$ cat config.mk
export PLATFORM = sky130hd
export DESIGN_NAME = ex_stage_md
export DESIGN_NICKNAME = d
export VERILOG_FILES = /design/src/rtl/ex_stage_md.sv
export SDC_FILE = /design/constraint.sdc
export NUM_CORES = 1
export LEC_CHECK = 0
export BUFFER_PORTS_ARGS = -buffer_cell sky130_fd_sc_hd__buf_2
export CELL_PAD_IN_SITES_DETAIL_PLACEMENT = 1
export CELL_PAD_IN_SITES_GLOBAL_PLACEMENT = 1
export CORE_ASPECT_RATIO = 0.6
export CORE_UTILIZATION = 44
export DETAILED_ROUTE_END_ITERATION = 8
export PLACE_DENSITY_LB_ADDON = 0.25
export SLEW_MARGIN = 20
export SYNTH_ARGS = -nofsm -noshare
export SYNTH_HDL_FRONTEND = slang
export SYNTH_SLANG_ARGS = --single-unit
$ cat constraint.sdc
create_clock -name clk -period 11 [get_ports clk]
set_input_delay 2.2 -clock clk [delete_from_list [all_inputs] [get_ports clk]]
set_output_delay 2.2 -clock clk [all_outputs]
set_load 0.01 [all_outputs]
$ cat src/rtl/ex_stage_md.sv
// Execute stage: operand forwarding, single-cycle ALU and EX/MEM register.
// Define EX_STAGE_MULDIV_EN to add the iterative XLEN-step mul/div unit (codes 11-14).
module ex_stage_md #(
  parameter int XLEN = 32
) (
  input  logic            clk,
  input  logic            reset,
  input  logic            valid_ex,
  input  logic            flush_ex,
  input  logic [3:0]      ALUCode_ex,
  input  logic            ALUSrcA_ex,
  input  logic [1:0]      ALUSrcB_ex,
  input  logic [XLEN-1:0] Imm_ex,
  input  logic [XLEN-1:0] PC_ex,
  input  logic [XLEN-1:0] rs1Data_ex,
  input  logic [XLEN-1:0] rs2Data_ex,
  input  logic [4:0]      rs1Addr_ex,
  input  logic [4:0]      rs2Addr_ex,
  input  logic [4:0]      rdAddr_ex,
  input  logic            RegWrite_ex,
  input  logic [XLEN-1:0] ALUResult_mem,
  input  logic [XLEN-1:0] RegWriteData_wb,
  input  logic [4:0]      rdAddr_mem,
  input  logic [4:0]      rdAddr_wb,
  input  logic            RegWrite_mem,
  input  logic            RegWrite_wb,
  output logic            stall_ex,
  output logic [XLEN-1:0] ALUResult_exmem,
  output logic [XLEN-1:0] MemWriteData_exmem,
  output logic [4:0]      rdAddr_exmem,
  output logic            RegWrite_exmem,
  output logic            valid_exmem
);

  localparam int SHW = $clog2(XLEN);

  typedef enum logic [3:0] {
    OP_ADD  = 4'd0,  OP_SUB   = 4'd1,  OP_AND  = 4'd2,  OP_OR   = 4'd3,
    OP_XOR  = 4'd4,  OP_SLL   = 4'd5,  OP_SRL  = 4'd6,  OP_SRA  = 4'd7,
    OP_SLT  = 4'd8,  OP_SLTU  = 4'd9,  OP_PASSB = 4'd10, OP_MUL = 4'd11,
    OP_MULHU = 4'd12, OP_DIVU = 4'd13, OP_REMU = 4'd14, OP_ZERO = 4'd15
  } alu_op_e;

  logic [XLEN-1:0] fwd_a, fwd_b, op_a, op_b, alu_result;
  logic [SHW-1:0]  shamt;

  // Multi-cycle unit handshake into the EX/MEM register.
  logic            md_done;
  logic [XLEN-1:0] md_result, md_wdata;
  logic [4:0]      md_rd;
  logic            md_we;

  // MEM is the younger producer, so it takes priority over WB.
  always_comb begin
    fwd_a = rs1Data_ex;
    if (RegWrite_mem && rdAddr_mem != 5'd0 && rdAddr_mem == rs1Addr_ex)
      fwd_a = ALUResult_mem;
    else if (RegWrite_wb && rdAddr_wb != 5'd0 && rdAddr_wb == rs1Addr_ex)
      fwd_a = RegWriteData_wb;
  end

  always_comb begin
    fwd_b = rs2Data_ex;
    if (RegWrite_mem && rdAddr_mem != 5'd0 && rdAddr_mem == rs2Addr_ex)
      fwd_b = ALUResult_mem;
    else if (RegWrite_wb && rdAddr_wb != 5'd0 && rdAddr_wb == rs2Addr_ex)
      fwd_b = RegWriteData_wb;
  end

  assign op_a  = ALUSrcA_ex ? PC_ex : fwd_a;
  assign shamt = op_b[SHW-1:0];

  always_comb begin
    case (ALUSrcB_ex)
      2'b00:   op_b = fwd_b;
      2'b01:   op_b = Imm_ex;
      2'b10:   op_b = XLEN'(4);
      default: op_b = '0;
    endcase
  end

  // NOTE: every combinational output gets a default first so no path infers a latch.
  always_comb begin
    alu_result = '0;
    case (ALUCode_ex)
      OP_ADD:   alu_result = op_a + op_b;
      OP_SUB:   alu_result = op_a - op_b;
      OP_AND:   alu_result = op_a & op_b;
      OP_OR:    alu_result = op_a | op_b;
      OP_XOR:   alu_result = op_a ^ op_b;
      OP_SLL:   alu_result = op_a << shamt;
      OP_SRL:   alu_result = op_a >> shamt;
      OP_SRA:   alu_result = $signed(op_a) >>> shamt;
      OP_SLT:   alu_result = {{(XLEN-1){1'b0}}, $signed(op_a) < $signed(op_b)};
      OP_SLTU:  alu_result = {{(XLEN-1){1'b0}}, op_a < op_b};
      OP_PASSB: alu_result = op_b;
      default:  alu_result = '0;
    endcase
  end

`ifdef EX_STAGE_MULDIV_EN
  typedef enum logic [1:0] {MD_IDLE, MD_BUSY, MD_DONE} md_state_e;

  md_state_e       state, state_nxt;
  logic [SHW-1:0]  cnt;
  logic [3:0]      md_code;
  logic [XLEN-1:0] md_hi, md_lo, md_b;
  logic            is_md, md_accept, md_last, is_div, div_ge;
  logic [XLEN:0]   mul_sum, div_shift, div_diff;

  assign is_md     = ALUCode_ex inside {OP_MUL, OP_MULHU, OP_DIVU, OP_REMU};
  assign md_accept = (state == MD_IDLE) && valid_ex && is_md && !flush_ex;
  assign md_last   = (cnt == SHW'(XLEN-1));
  assign is_div    = (md_code == OP_DIVU) || (md_code == OP_REMU);
  assign md_done   = (state == MD_DONE);

  always_comb begin
    state_nxt = state;
    stall_ex  = 1'b0;
    case (state)
      MD_IDLE: if (md_accept) begin
        state_nxt = MD_BUSY;
        stall_ex  = 1'b1;
      end
      MD_BUSY: begin
        stall_ex = 1'b1;
        if (md_last) state_nxt = MD_DONE;
      end
      MD_DONE: state_nxt = MD_IDLE;
      default: state_nxt = MD_IDLE;
    endcase
    if (flush_ex) state_nxt = MD_IDLE;
  end

  // hi:lo is {accumulator, multiplier} for mul and {remainder, quotient} for div.
  always_comb begin
    mul_sum   = {1'b0, md_hi} + (md_lo[0] ? {1'b0, md_b} : '0);
    div_shift = {md_hi, md_lo[XLEN-1]};
    div_ge    = div_shift >= {1'b0, md_b};
    div_diff  = div_shift - {1'b0, md_b};
  end

  always_comb begin
    case (md_code)
      OP_MULHU, OP_REMU: md_result = md_hi;
      default:           md_result = md_lo;
    endcase
  end

  // NOTE: sequential state uses non-blocking assignments so all registers update together.
  always_ff @(posedge clk) begin
    if (reset) begin
      state <= MD_IDLE;
      cnt   <= '0;
    end else begin
      state <= state_nxt;
      if (md_accept) cnt <= '0;
      else if (state == MD_BUSY) cnt <= cnt + 1'b1;
    end
  end

  // NOTE: operand registers carry no reset; they are always loaded at accept before use.
  always_ff @(posedge clk) begin
    if (md_accept) begin
      md_code  <= ALUCode_ex;
      md_hi    <= '0;
      md_lo    <= op_a;
      md_b     <= op_b;
      md_wdata <= fwd_b;
      md_rd    <= rdAddr_ex;
      md_we    <= RegWrite_ex;
    end else if (state == MD_BUSY) begin
      if (is_div) begin
        md_hi <= div_ge ? div_diff[XLEN-1:0] : div_shift[XLEN-1:0];
        md_lo <= {md_lo[XLEN-2:0], div_ge};
      end else begin
        {md_hi, md_lo} <= {mul_sum, md_lo[XLEN-1:1]};
      end
    end
  end
`else
  assign stall_ex  = 1'b0;
  assign md_done   = 1'b0;
  assign md_result = '0;
  assign md_wdata  = '0;
  assign md_rd     = '0;
  assign md_we     = 1'b0;
`endif

  always_ff @(posedge clk) begin
    if (reset) begin
      ALUResult_exmem    <= '0;
      MemWriteData_exmem <= '0;
      rdAddr_exmem       <= '0;
      RegWrite_exmem     <= 1'b0;
      valid_exmem        <= 1'b0;
    end else if (flush_ex || (stall_ex && !md_done)) begin
      RegWrite_exmem <= 1'b0;
      valid_exmem    <= 1'b0;
    end else if (md_done) begin
      ALUResult_exmem    <= md_result;
      MemWriteData_exmem <= md_wdata;
      rdAddr_exmem       <= md_rd;
      RegWrite_exmem     <= md_we;
      valid_exmem        <= 1'b1;
    end else begin
      ALUResult_exmem    <= alu_result;
      MemWriteData_exmem <= fwd_b;
      rdAddr_exmem       <= rdAddr_ex;
      RegWrite_exmem     <= RegWrite_ex & valid_ex;
      valid_exmem        <= valid_ex;
    end
  end

endmodule

# == Word-level counts from Yosys, hierarchy flattened ==
# Cells that the tools add are included.
# classes
n_eq_ne,16
muxes,7
order_cmp,2
shifts,3
n_addsub,2
bitwise_logic,4
reduce_logical,11
# ops
cell,count
32-bit one-hot mux with 11 select lines,1
32-bit 2-to-1 mux,5
32-bit one-hot mux with 3 select lines,1
32-bit < comparator,2
32-bit adder,1
32-bit bitwise AND,1
32-bit OR,1
32-bit by 5-bit << shifter with 32-bit output,1
32-bit by 5-bit >> shifter with 32-bit output,1
32-bit by 5-bit >>> shifter with 32-bit output,1
32-bit subtractor,1
32-bit XOR,1
5-bit == test,4
4-bit by 3-bit == test with 1-bit output (second input constant),4
4-bit == test (second input constant),3
5-bit nonzero test,2
4-bit by 2-bit == test with 1-bit output (second input constant),2
1-bit logical AND,6
4-bit by 1-bit == test with 1-bit output (second input constant),1
4-bit logical NOT,1
2-bit by 1-bit == test with 1-bit output (second input constant),1
2-bit == test (second input constant),1
2-bit logical NOT,1
2-bit OR reduction,1
1-bit bitwise AND,1
# totals
regBits,71
input_bits,231
elab_cells,50

# == Logic depth before layout (Yosys ltp) ==
# depth
depth_word,8
ltp_mapped,24
mapped_depth_nobuf,20

# == Worst setup path before layout ==
# No wires, ideal clock.
# synth_timing
kind,input port to flip-flop
from,in rdAddr_mem[1]
to,reg ALUResult_exmem[16]
t_arrival_ns,7.071
setup_ns,0.142
setup_slack_ns,3.787
cell_stages,23
path_cell_list,or4_1 > o211ai_2 > or2_2 > buf_4 > nand2_1 > o221ai_2 > buf_4 > buf_2 > buf_2 > ha_1 > inv_1 > fa_1 > nor3b_1 > nor3_1 > o311ai_0 > a221oi_1 > nand2b_1 > a21oi_1 > o21a_1 > a221o_1 > a221oi_1 > and3_1 > a221oi_1
# synth_between
elab_chain_len,7
# synth_rtl
element,line,source
"start, declared",23,"input logic [4:0] rdAddr_mem,"
5-bit nonzero test,"56, 64",
1-bit logical AND,"56, 64",
"1-bit logical AND, on equally long branches","64, 56",
"32-bit 2-to-1 mux, on equally long branches","64, 56",
32-bit one-hot mux with 3 select lines / 32-bit 2-to-1 mux (equally long branches),"74, 70",
"32-bit subtractor, or another cell as far along",87,OP_SUB: alu_result = op_a - op_b;
32-bit one-hot mux with 11 select lines *,85,case (ALUCode_ex)
"end signal, assigned",201,ALUResult_exmem <= md_result;
"end signal, assigned",207,ALUResult_exmem <= alu_result;
"end, declared",28,"output logic [XLEN-1:0] ALUResult_exmem,"
# Every way passes the cells marked *; elsewhere a longest branch is shown, timed or not.
# A chain may end at the register's enable or synchronous reset.

# == Final worst setup path ==
# layout_timing
from,in rdAddr_wb[3]
to,reg ALUResult_exmem[0]
# layout_between
elab_chain_len,8
# layout_rtl
element,line,source
"start, declared",24,"input logic [4:0] rdAddr_wb,"
5-bit nonzero test,"58, 66",
1-bit logical AND,"58, 66",
"1-bit logical AND, on equally long branches","66, 58",
"32-bit 2-to-1 mux, on equally long branches","66, 58",
"32-bit 2-to-1 mux, on equally long branches","64, 56",
32-bit one-hot mux with 3 select lines / 32-bit 2-to-1 mux (equally long branches),"74, 70",
"32-bit subtractor, or another cell as far along",87,
32-bit one-hot mux with 11 select lines *,85,
# Marked as above.

==> results.txt <==
Routed WL per cell - 31.8 um
clock slew at reported path FFs - 0.08 ns
first-pass GRT wire length - 122,000 um
Crit Path Max Fanout - 58
ys flop type - dfxtp_1
MaxCap Viol Count - 0
height of the die - 142 um
status - finished clean
initial antenna violation count - 11
synthesized area per cell - 7.01 um^2
sw power - 0.834 mW
overall routed net length - 84,400 um
CTS tree - yes
Post-CTS Repair Setup Buffers - 0
Clock Skews - 0 ns
Seq pwr share - 17.6%
Leak - 7.37 nW
Pint - 0.776 mW
peak supply drop - 0.0867 mV
vias per cell - 7.13
clock network power share - 21.2%
fmax - 0.119 GHz
non-filler cells, final - 2,652
RSZ-0062 raised after global routing - no
final setup margin - 2.56 ns
Post-synth EDFFs - 0
Final min period - 8.44 ns
CP arrival - 8.67 ns
post_cts resized - 0
switch share - 51.8%
Clock Path Buffers - 2
Critical Path RT - 11.24 ns
Startpoint Class - primary input
worst-margin pin slew - 1.32 ns
syn nets - 2,373
Cell variety after synth - 86
Remaining Overflow, GRT - 0
async set or reset register ratio after synthesis - 0%
dpl ws - 2.24 ns
final setup TNS - 0 ns
DR iter-0 viols - 2,708
final net count - 2,556
synth warn - 0
Seq/Total Area, Yosys - 9.93%
Top-Level Pins - 303
pwr dens - 98.9 mW/mm^2
worst skew pair latency - 0.39 ns
combinational power share - 61.2%
placer congestion estimate - 1.08
core region area - 0.0316 mm^2
layout cells sized above 1 - 20.8%
synthesized area - 0.0143 mm^2
DR vias - 18,913
DRC - 0
clock sinks - 71
DP Wirelength - 65,700 um
largest net degree at the start of global routing - 66
crit end category - register
Root Buffer - clkbuf_16
final setup fails - 0
Port Buf Inserts - 301
GRT Total Usage - 49.1%
Worst Hold Class - register to register
initial core utilization - 45.3%
H-tree Lvls - 3
Post-Syn Instances - 2,043
crit path kind - primary input to register
flops & latches, synth - 71
row count - 50
width of the die - 235 um
Fin. Hold Viols - 0
Syn-to-layout area delta - 13.8%
cts bufs inserted - 9
die area - 0.0333 mm^2
area of placed instances - 0.0160 mm^2
cts hold-fix bufs - 0
vias in the first global route - 18,294
first drt pass iteration count - 6
max-slew violation count - 0
placed instance count - 2,631
Relative slew margins - 11.6%
design area - 0.0163 mm^2
fin crit share - 76.7%
post-route ant nets - 0
-- synthesized netlist by cell type (all sizes together), types with 8 or more instances --
cell | count | area [um^2]
a221o | 11 | 110
nor4 | 8 | 50.1
xnor2 | 30 | 263
a21o | 15 | 113
and2 | 9 | 56.3
dfxtp | 71 | 1420
o31a | 35 | 324
a31oi | 54 | 338
a21boi | 8 | 60.1
and3 | 11 | 68.8
mux2i | 233 | 2350
o221ai | 15 | 144
o31ai | 15 | 133
inv | 123 | 462
nor3 | 34 | 170
o21bai | 14 | 109
nand4 | 11 | 68.8
or2 | 23 | 144
nor2b | 15 | 93.8
a221oi | 26 | 228
nand2 | 188 | 706
nand3 | 31 | 155
a2111oi | 12 | 105
o21a | 11 | 82.6
o211ai | 28 | 220
a311oi | 12 | 105
a21oi | 152 | 764
nor2 | 203 | 764
o22ai | 23 | 144
ha | 97 | 1210
mux2 | 19 | 214
buf | 61 | 355
a211oi | 60 | 450
clkbuf | 111 | 417
xor2 | 8 | 70.1
nand2b | 16 | 100
a22oi | 17 | 128
o21ai | 130 | 651
a22o | 11 | 96.3
-- through the flow --
step,hold WS [ns],power (mW),util (%)
final,0.493,1.61,51.6
after global routing,0.540,1.65,51.5
after CTS,0.501,1.55,51.5
after detailed placement,0.483,1.21,50.5
after global placement,0.469,1.19,50.5
after floorplan,0.486,0.869,-
-- flip-flops by register name (all words and copies together) (netlist names) --
name,count
MemWriteData_exmem,32
rdAddr_exmem,5
RegWrite_exmem,1
valid_exmem,1
ALUResult_exmem,32
-- path summary, 6_finish.rpt --
check                                            start                     end  slack (ns)  cells past startpoint
worst max-delay path                      rdAddr_wb[3]      ALUResult_exmem[0]        2.56                     20
worst min-delay path            MemWriteData_exmem[30]  MemWriteData_exmem[30]        0.49                      2
worst max register to register     ALUResult_exmem[27]     ALUResult_exmem[27]        8.57                      8
worst min register to register  MemWriteData_exmem[30]  MemWriteData_exmem[30]        0.49                      2
-- per-layer routing --
metal / track usage [%] / wire length (um)
met1: 65.0 / 34100
met2: 71.1 / 34500
met3: 18.0 / 12000
met4: 20.8 / 3710
met5: 0 / 45
-- placed cells by master, fill, tap and decap left out, types with 12 or more instances in the layout --
cell      instances
a221oi_1         26
mux2i_1         229
o221ai_1         13
a31oi_1          54
mux2_2           19
o22ai_1          23
buf_2           300
o31a_2           15
dfxtp_1          71
nand3_1          31
xnor2_1          30
inv_1           116
nor2_1          199
buf_4            44
nor3_1           31
nand2_1         188
a22oi_1          17
a311oi_1         12
o21ai_0         128
nor2b_1          15
ha_1             97
o211ai_1         26
a21o_1           15
a21oi_1         150
a211oi_1         60
o21bai_1         13
or2_2            22
o31a_1           20
nand2b_1         16
-- power groups by stage --
stage	Clock [mW]	Combinational, mW	Sequential (mW)
floorplan	0	0.574	0.294
global placement	0	0.898	0.288
detailed placement	0	0.923	0.289
CTS	0.343	0.928	0.283
global route	0.349	1.01	0.285
finish	0.341	0.985	0.284
-- critical path: stages --
cell and delay [ns]:
buf_2 0.12, or4_4 0.56, o211ai_2 0.31, nor2_4 0.12
mux2i_1 0.39, o221ai_4 0.16, buf_4 0.33, inv_2 0.13
buf_4 0.64, fa_1 0.39, nand2_1 0.09, o211ai_1 0.25
a31o_2 0.27, a31oi_1 0.24, o21ai_1 0.68, a21oi_1 0.20
o31ai_1 0.48, nand3_1 0.35, a221oi_1 0.66, nor3_1 0.08
-- area by class of cell --
| cell class | count | area, um^2 |
|---|---|---|
| clock buffer | 9 | 225 |
| fill | 4156 | 15300 |
| sequential | 71 | 1420 |
| timing repair buffer | 344 | 1830 |
| clock inverter | 7 | 85.1 |
| antenna | 5 | 12.5 |
| multi-input combinational | 1675 | 11700 |
| inverter | 125 | 470 |
| tap | 416 | 520 |
-- cells by family after synthesis --
family,after synthesis,synth area share [%]
AND/OR/NAND/NOR,576,18.1
XOR/XNOR,38,2.33
buffers and inverters,297,8.68
adder cells (fa/ha/maj),99,8.76
multiplexers,256,18.5
AO/OA/AOI/OAI,705,33.7
other,1,0.0262
flip-flops,71,9.93
Note: power is estimated with default switching activity, not from simulation.
